--- config.mk ---
export PLATFORM = sky130hd
export DESIGN_NAME = fx2_fifo_reader
export DESIGN_NICKNAME = d
export VERILOG_FILES = /design/src/rtl/fx2_fifo_reader.sv
export SDC_FILE = /design/constraint.sdc
export NUM_CORES = 1
export LEC_CHECK = 0
export BUFFER_PORTS_ARGS = -buffer_cell sky130_fd_sc_hd__buf_2
export CAP_MARGIN = 10
export CORE_MARGIN = 2
export CORE_UTILIZATION = 25
export DETAILED_ROUTE_END_ITERATION = 8
export PLACE_DENSITY = 0.45
export SYNTH_ARGS = -nofsm -noshare
export SYNTH_HDL_FRONTEND = slang
export SYNTH_SLANG_ARGS = --single-unit
export TNS_END_PERCENT = 5
--- constraint.sdc ---
create_clock -name clk_i -period 4 [get_ports clk_i]
set_input_delay 0 -clock clk_i [delete_from_list [all_inputs] [get_ports clk_i]]
set_output_delay 0 -clock clk_i [all_outputs]
set_load 0.02 [all_outputs]
--- src/rtl/fx2_fifo_reader.sv ---
// FX2 slave-FIFO synchronous-mode reader: fetches 16-bit words from an OUT endpoint into a show-ahead buffer.
// Optional statistics counters are compiled in with `define FX2_RD_STATS_EN.
module fx2_fifo_reader #(
  parameter int unsigned DEPTH      = 8,
  parameter int unsigned ADDR_SETUP = 2,
  parameter logic [1:0]  EP_ADDR    = 2'b00
) (
  input  logic                       clk_i,
  input  logic                       reset_n_i,
  input  logic                       enable_i,
  input  logic                       empty_i,
  input  logic [15:0]                fd_i,
  output logic [1:0]                 fifoaddr_o,
  output logic                       sloe_o,
  output logic                       slrd_o,
  output logic                       busy_o,
  output logic [15:0]                data_o,
  output logic                       valid_o,
  input  logic                       ready_i,
  output logic [$clog2(DEPTH):0]     level_o
`ifdef FX2_RD_STATS_EN
  ,
  output logic [31:0]                word_count_o,
  output logic [15:0]                stall_count_o
`endif
);

  localparam int unsigned AW = $clog2(DEPTH);
  localparam int unsigned LW = AW + 1;
  localparam logic [LW-1:0] FULL_LVL = LW'(DEPTH);
  localparam logic [2:0]    SETUP_LD = 3'(ADDR_SETUP - 1);

  typedef enum logic [1:0] {
    S_IDLE,
    S_ADDR,
    S_OE,
    S_READ
  } state_t;

  state_t          r_state;
  logic [2:0]      r_setup_cnt;
  logic [1:0]      r_fifoaddr;
  logic            r_sloe;
  logic [15:0]     r_mem [DEPTH];
  logic [AW-1:0]   r_wptr;
  logic [AW-1:0]   r_rptr;
  logic [LW-1:0]   r_level;
  logic            w_push;
  logic            w_pop;
  logic            w_full;

  assign w_full     = (r_level == FULL_LVL);
  // Read strobe is combinational so a word is issued the same cycle the FX2 reports data.
  assign w_push     = (r_state == S_READ) && !empty_i && !w_full && enable_i;
  assign w_pop      = (r_level != '0) && ready_i;

  assign slrd_o     = w_push;
  assign sloe_o     = r_sloe;
  assign fifoaddr_o = r_fifoaddr;
  assign busy_o     = (r_state != S_IDLE);
  assign valid_o    = (r_level != '0);
  assign level_o    = r_level;
  assign data_o     = r_mem[r_rptr];

  always_ff @(posedge clk_i or negedge reset_n_i) begin
    if (!reset_n_i) begin
      r_state     <= S_IDLE;
      r_setup_cnt <= '0;
      r_fifoaddr  <= '0;
      r_sloe      <= 1'b0;
    end else if (r_state != S_IDLE && !enable_i) begin
      r_state    <= S_IDLE;
      r_fifoaddr <= '0;
      r_sloe     <= 1'b0;
    end else begin
      case (r_state)
        S_IDLE: begin
          if (enable_i) begin
            r_state     <= S_ADDR;
            r_setup_cnt <= SETUP_LD;
            r_fifoaddr  <= EP_ADDR;
          end
        end
        S_ADDR: begin
          if (r_setup_cnt == '0) begin
            r_state <= S_OE;
            r_sloe  <= 1'b1;
          end else begin
            r_setup_cnt <= r_setup_cnt - 3'd1;
          end
        end
        S_OE:    r_state <= S_READ;
        default: r_state <= S_READ;
      endcase
    end
  end

  always_ff @(posedge clk_i or negedge reset_n_i) begin
    if (!reset_n_i) begin
      for (int unsigned i = 0; i < DEPTH; i++) begin
        r_mem[i] <= '0;
      end
      r_wptr  <= '0;
      r_rptr  <= '0;
      r_level <= '0;
    end else begin
      if (w_push) begin
        r_mem[r_wptr] <= fd_i;
        r_wptr        <= r_wptr + 1'b1;
      end
      if (w_pop) begin
        r_rptr <= r_rptr + 1'b1;
      end
      case ({w_push, w_pop})
        2'b10:   r_level <= r_level + 1'b1;
        2'b01:   r_level <= r_level - 1'b1;
        default: r_level <= r_level;
      endcase
    end
  end

`ifdef FX2_RD_STATS_EN
  logic [31:0] r_word_count;
  logic [15:0] r_stall_count;

  always_ff @(posedge clk_i or negedge reset_n_i) begin
    if (!reset_n_i) begin
      r_word_count  <= '0;
      r_stall_count <= '0;
    end else begin
      if (w_push && r_word_count != '1) begin
        r_word_count <= r_word_count + 32'd1;
      end
      if (r_state == S_READ && !empty_i && w_full && r_stall_count != '1) begin
        r_stall_count <= r_stall_count + 16'd1;
      end
    end
  end

  assign word_count_o  = r_word_count;
  assign stall_count_o = r_stall_count;
`endif

endmodule

==> impl_metrics.json <==
{
  "status": "completed",
  "io_pins": 47,
  "fin_hold_ws_ns": 0.135,
  "ir_drop_v": 0.000299,
  "clk_path_buf_depth": 2,
  "rsz0062_at_grt": "false",
  "die_area_sq_um": 28300,
  "drtIter0Drc": 200,
  "first_pass_iters": 4,
  "cts.reportedPaths.clkPinSlew_ns": 0.07,
  "setup_tns_ns": 0,
  "nets": 518,
  "remaining_drc_errors": 0,
  "post-route-period-util_pct": 65.5,
  "htreeDepth": 4,
  "nFillCells": 2647,
  "rows": 60,
  "core_area_sq_um": 26700,
  "drv_cap": 0,
  "multi_input_area_sq_um": 2960,
  "viasPerCell": 4.43,
  "grt_max_degree": 66,
  "critPathRequiredTime_ns": 4.00,
  "layout_setup_ws_ns": 1.38,
  "synth-seq-cells": 144,
  "yosysTopAreaCellShare_pct": 53.4,
  "hp-class": "input port to asynchronous set/reset pin",
  "seqCellArea_sq_um": 3600,
  "grt_overflow_total": 0,
  "finalHoldViolCount": 0,
  "yosysSeqAreaShare_pct": 53.4,
  "power_density_nw_per_um2": 548,
  "grt_pass1_vias": 4258,
  "dpl.hpwl_um": 9360,
  "syn_area_per_cell_sq_um": 16.0,
  "drive_gt1_share_pct": 54.7,
  "cp-end-kind": "primary output",
  "vias": 3735,
  "cts_setup_buffers": 0,
  "skew_ns": 0.0158,
  "cts_tree": "built",
  "reg2reg_depth": 5,
  "syn_area_sq_um": 6750,
  "setup_viol": 0,
  "most-common-layout-cells": "143 x dfrtp_1, 134 x mux2_2, 43 x buf_2, 32 x mux4_2, 19 x dlygate4sd3_1",
  "critPathMaxStageDelay_ns": 0.61,
  "synthCells": 423,
  "worst_pin_slew_ns": 1.11,
  "place_congestion": 0.691,
  "grt_pass1_wl_um": 24100,
  "grt_antenna_before_repair": 0,
  "fp.dieW_um": 168,
  "wl_um": 14600,
  "startpoint_type": "register",
  "synth_top_area_cell": "dfrtp_1",
  "arrival_ns": 2.62,
  "final_common_cell": "dfrtp_1",
  "insertedDiodeCount": 0,
  "buffer_ports.inserted": 44,
  "initial_utilization_pct": 25.3,
  "synth_cell_type_count": 42,
  "place_ws_ns": 1.43,
  "cts_buffers": 17,
  "cts-root-buf": "clkbuf_16",
  "die_h_um": 168,
  "wl_per_cell_um": 17.3,
  "yosysWarnings": 0,
  "grt_use_total_pct": 11.1,
  "fin_crit_ns": 2.62,
  "cts_sinks": 144,
  "setup.worst_path.class": "register to primary output",
  "max_slew_margin_pct": 25.9,
  "slowest_stage": "dfrtp_2",
  "p_leak_nw": 3.84,
  "crit_chain": "buf_4 -> mux4_2 -> mux2_2 -> buf_2",
  "crit_path_max_fanout": 24,
  "clk_latency_ns": 0.43,
  "syn2layout_area_growth_pct": 20.4,
  "final_max_slew_viol_count": 0,
  "synth_area_leaders": "dfrtp_1 53%, mux2_2 22%, mux4_2 11%",
  "ant_nets": 0,
  "max_freq_ghz": 0.382
}
-- per-stage QoR --
stage               utilization (%)  cells  cell area, sq um  power (mW)
floorplan                         -    424              6750        2.53
global placement               27.4    793              7320        2.81
detailed placement             27.4    793              7320        2.84
CTS                            30.4    844              8130        4.53
global route                   30.4    844              8130        4.71
finish                         30.4    844              8130        4.45
-- kinds of logic (layout without fill, tap and decap cells) --
group	count (synthesis)	after routing	synth area share [%]
other	1	2	0.0556
muxes	178	178	35.6
buffers and inverters	32	111	2.82
xor gates and xnor gates	9	9	1.17
AOI/OAI and AO/OA	14	14	1.32
and+or+nand+nor	38	38	4.36
adders and majority gates	7	7	1.30
DFF	144	144	53.4
-- cells in the mapped netlist (all sizes together) --
| cell type | instances |
|---|---|
| nor2 | 4 |
| nor3 | 3 |
| a21oi | 2 |
| a31oi | 2 |
| conb | 1 |
| o31ai | 1 |
| mux4 | 32 |
| nor2b | 4 |
| ha | 7 |
| or2b | 1 |
| nand4b | 1 |
| nor4 | 1 |
| o21a | 1 |
| buf | 19 |
| a22o | 1 |
| o21ai | 4 |
| or3b | 1 |
| dfrtp | 144 |
| nor4b | 4 |
| or2 | 1 |
| nand3 | 2 |
| a22oi | 1 |
| nand2 | 12 |
| xor2 | 3 |
| and4b | 2 |
| nand2b | 1 |
| xnor2 | 6 |
| clkbuf | 9 |
| a21o | 2 |
| mux2 | 146 |
| inv | 4 |
| and3 | 1 |
-- critical path: cells and delay by family, from the launching register on --
kind / cells / cell delay (ns)
buffers and inverters: 2 / 0.71
DFF: 1 / 0.61
muxes: 2 / 0.87
-- metal layers --
metal  wire, um  track usage [%]
met4        156             3.67
met1       6810             14.2
met5          0                0
met3        453             2.70
met2       7180             18.5
-- registers in the layout (all words and copies together) (netlist names) --
register and count:
level_o 4, sloe_o 1, r_state 2, r_rptr 3, r_setup_cnt 3, r_mem 128
r_wptr 3
-- area by class of cell --
cell class,instances,share of cell area (%)
clock inverters,15,2.32
multi-input cells,248,36.4
clock buffers,17,5.23
repair buffers,75,6.24
flip-flops and latches,144,44.4
well taps,341,5.25
inverters,4,0.185
-- report_power, final --
| group | total [mW] | switching [mW] | leakage (nW) | internal [mW] |
|---|---|---|---|---|
| Combinational | 0.923 | 0.435 | 1.56 | 0.488 |
| Clock | 1.65 | 0.693 | 0.299 | 0.955 |
| Sequential | 1.88 | 0.267 | 1.97 | 1.62 |
-- what timing repair did --
action,CTS,global route
endpoints found under the hold margin,197,0
hold buffers,19,0
resized for setup,0,0
-- final timing paths --
kind	startpoint	endpoint	slack (ns)
worst min-delay path	reset_n_i	r_mem[6]	0.13
max in group asynchronous	reset_n_i	r_rptr[0]	2.79
worst min register to register	r_mem[46]	r_mem[46]	0.48
worst max register to register	r_state[0]	r_mem[78]	1.44
min in group clk_i	enable_i	r_state[0]	0.41
worst max-delay path	r_rptr[0]	data_o[12]	1.38
Note: power is estimated with default switching activity, not from simulation.
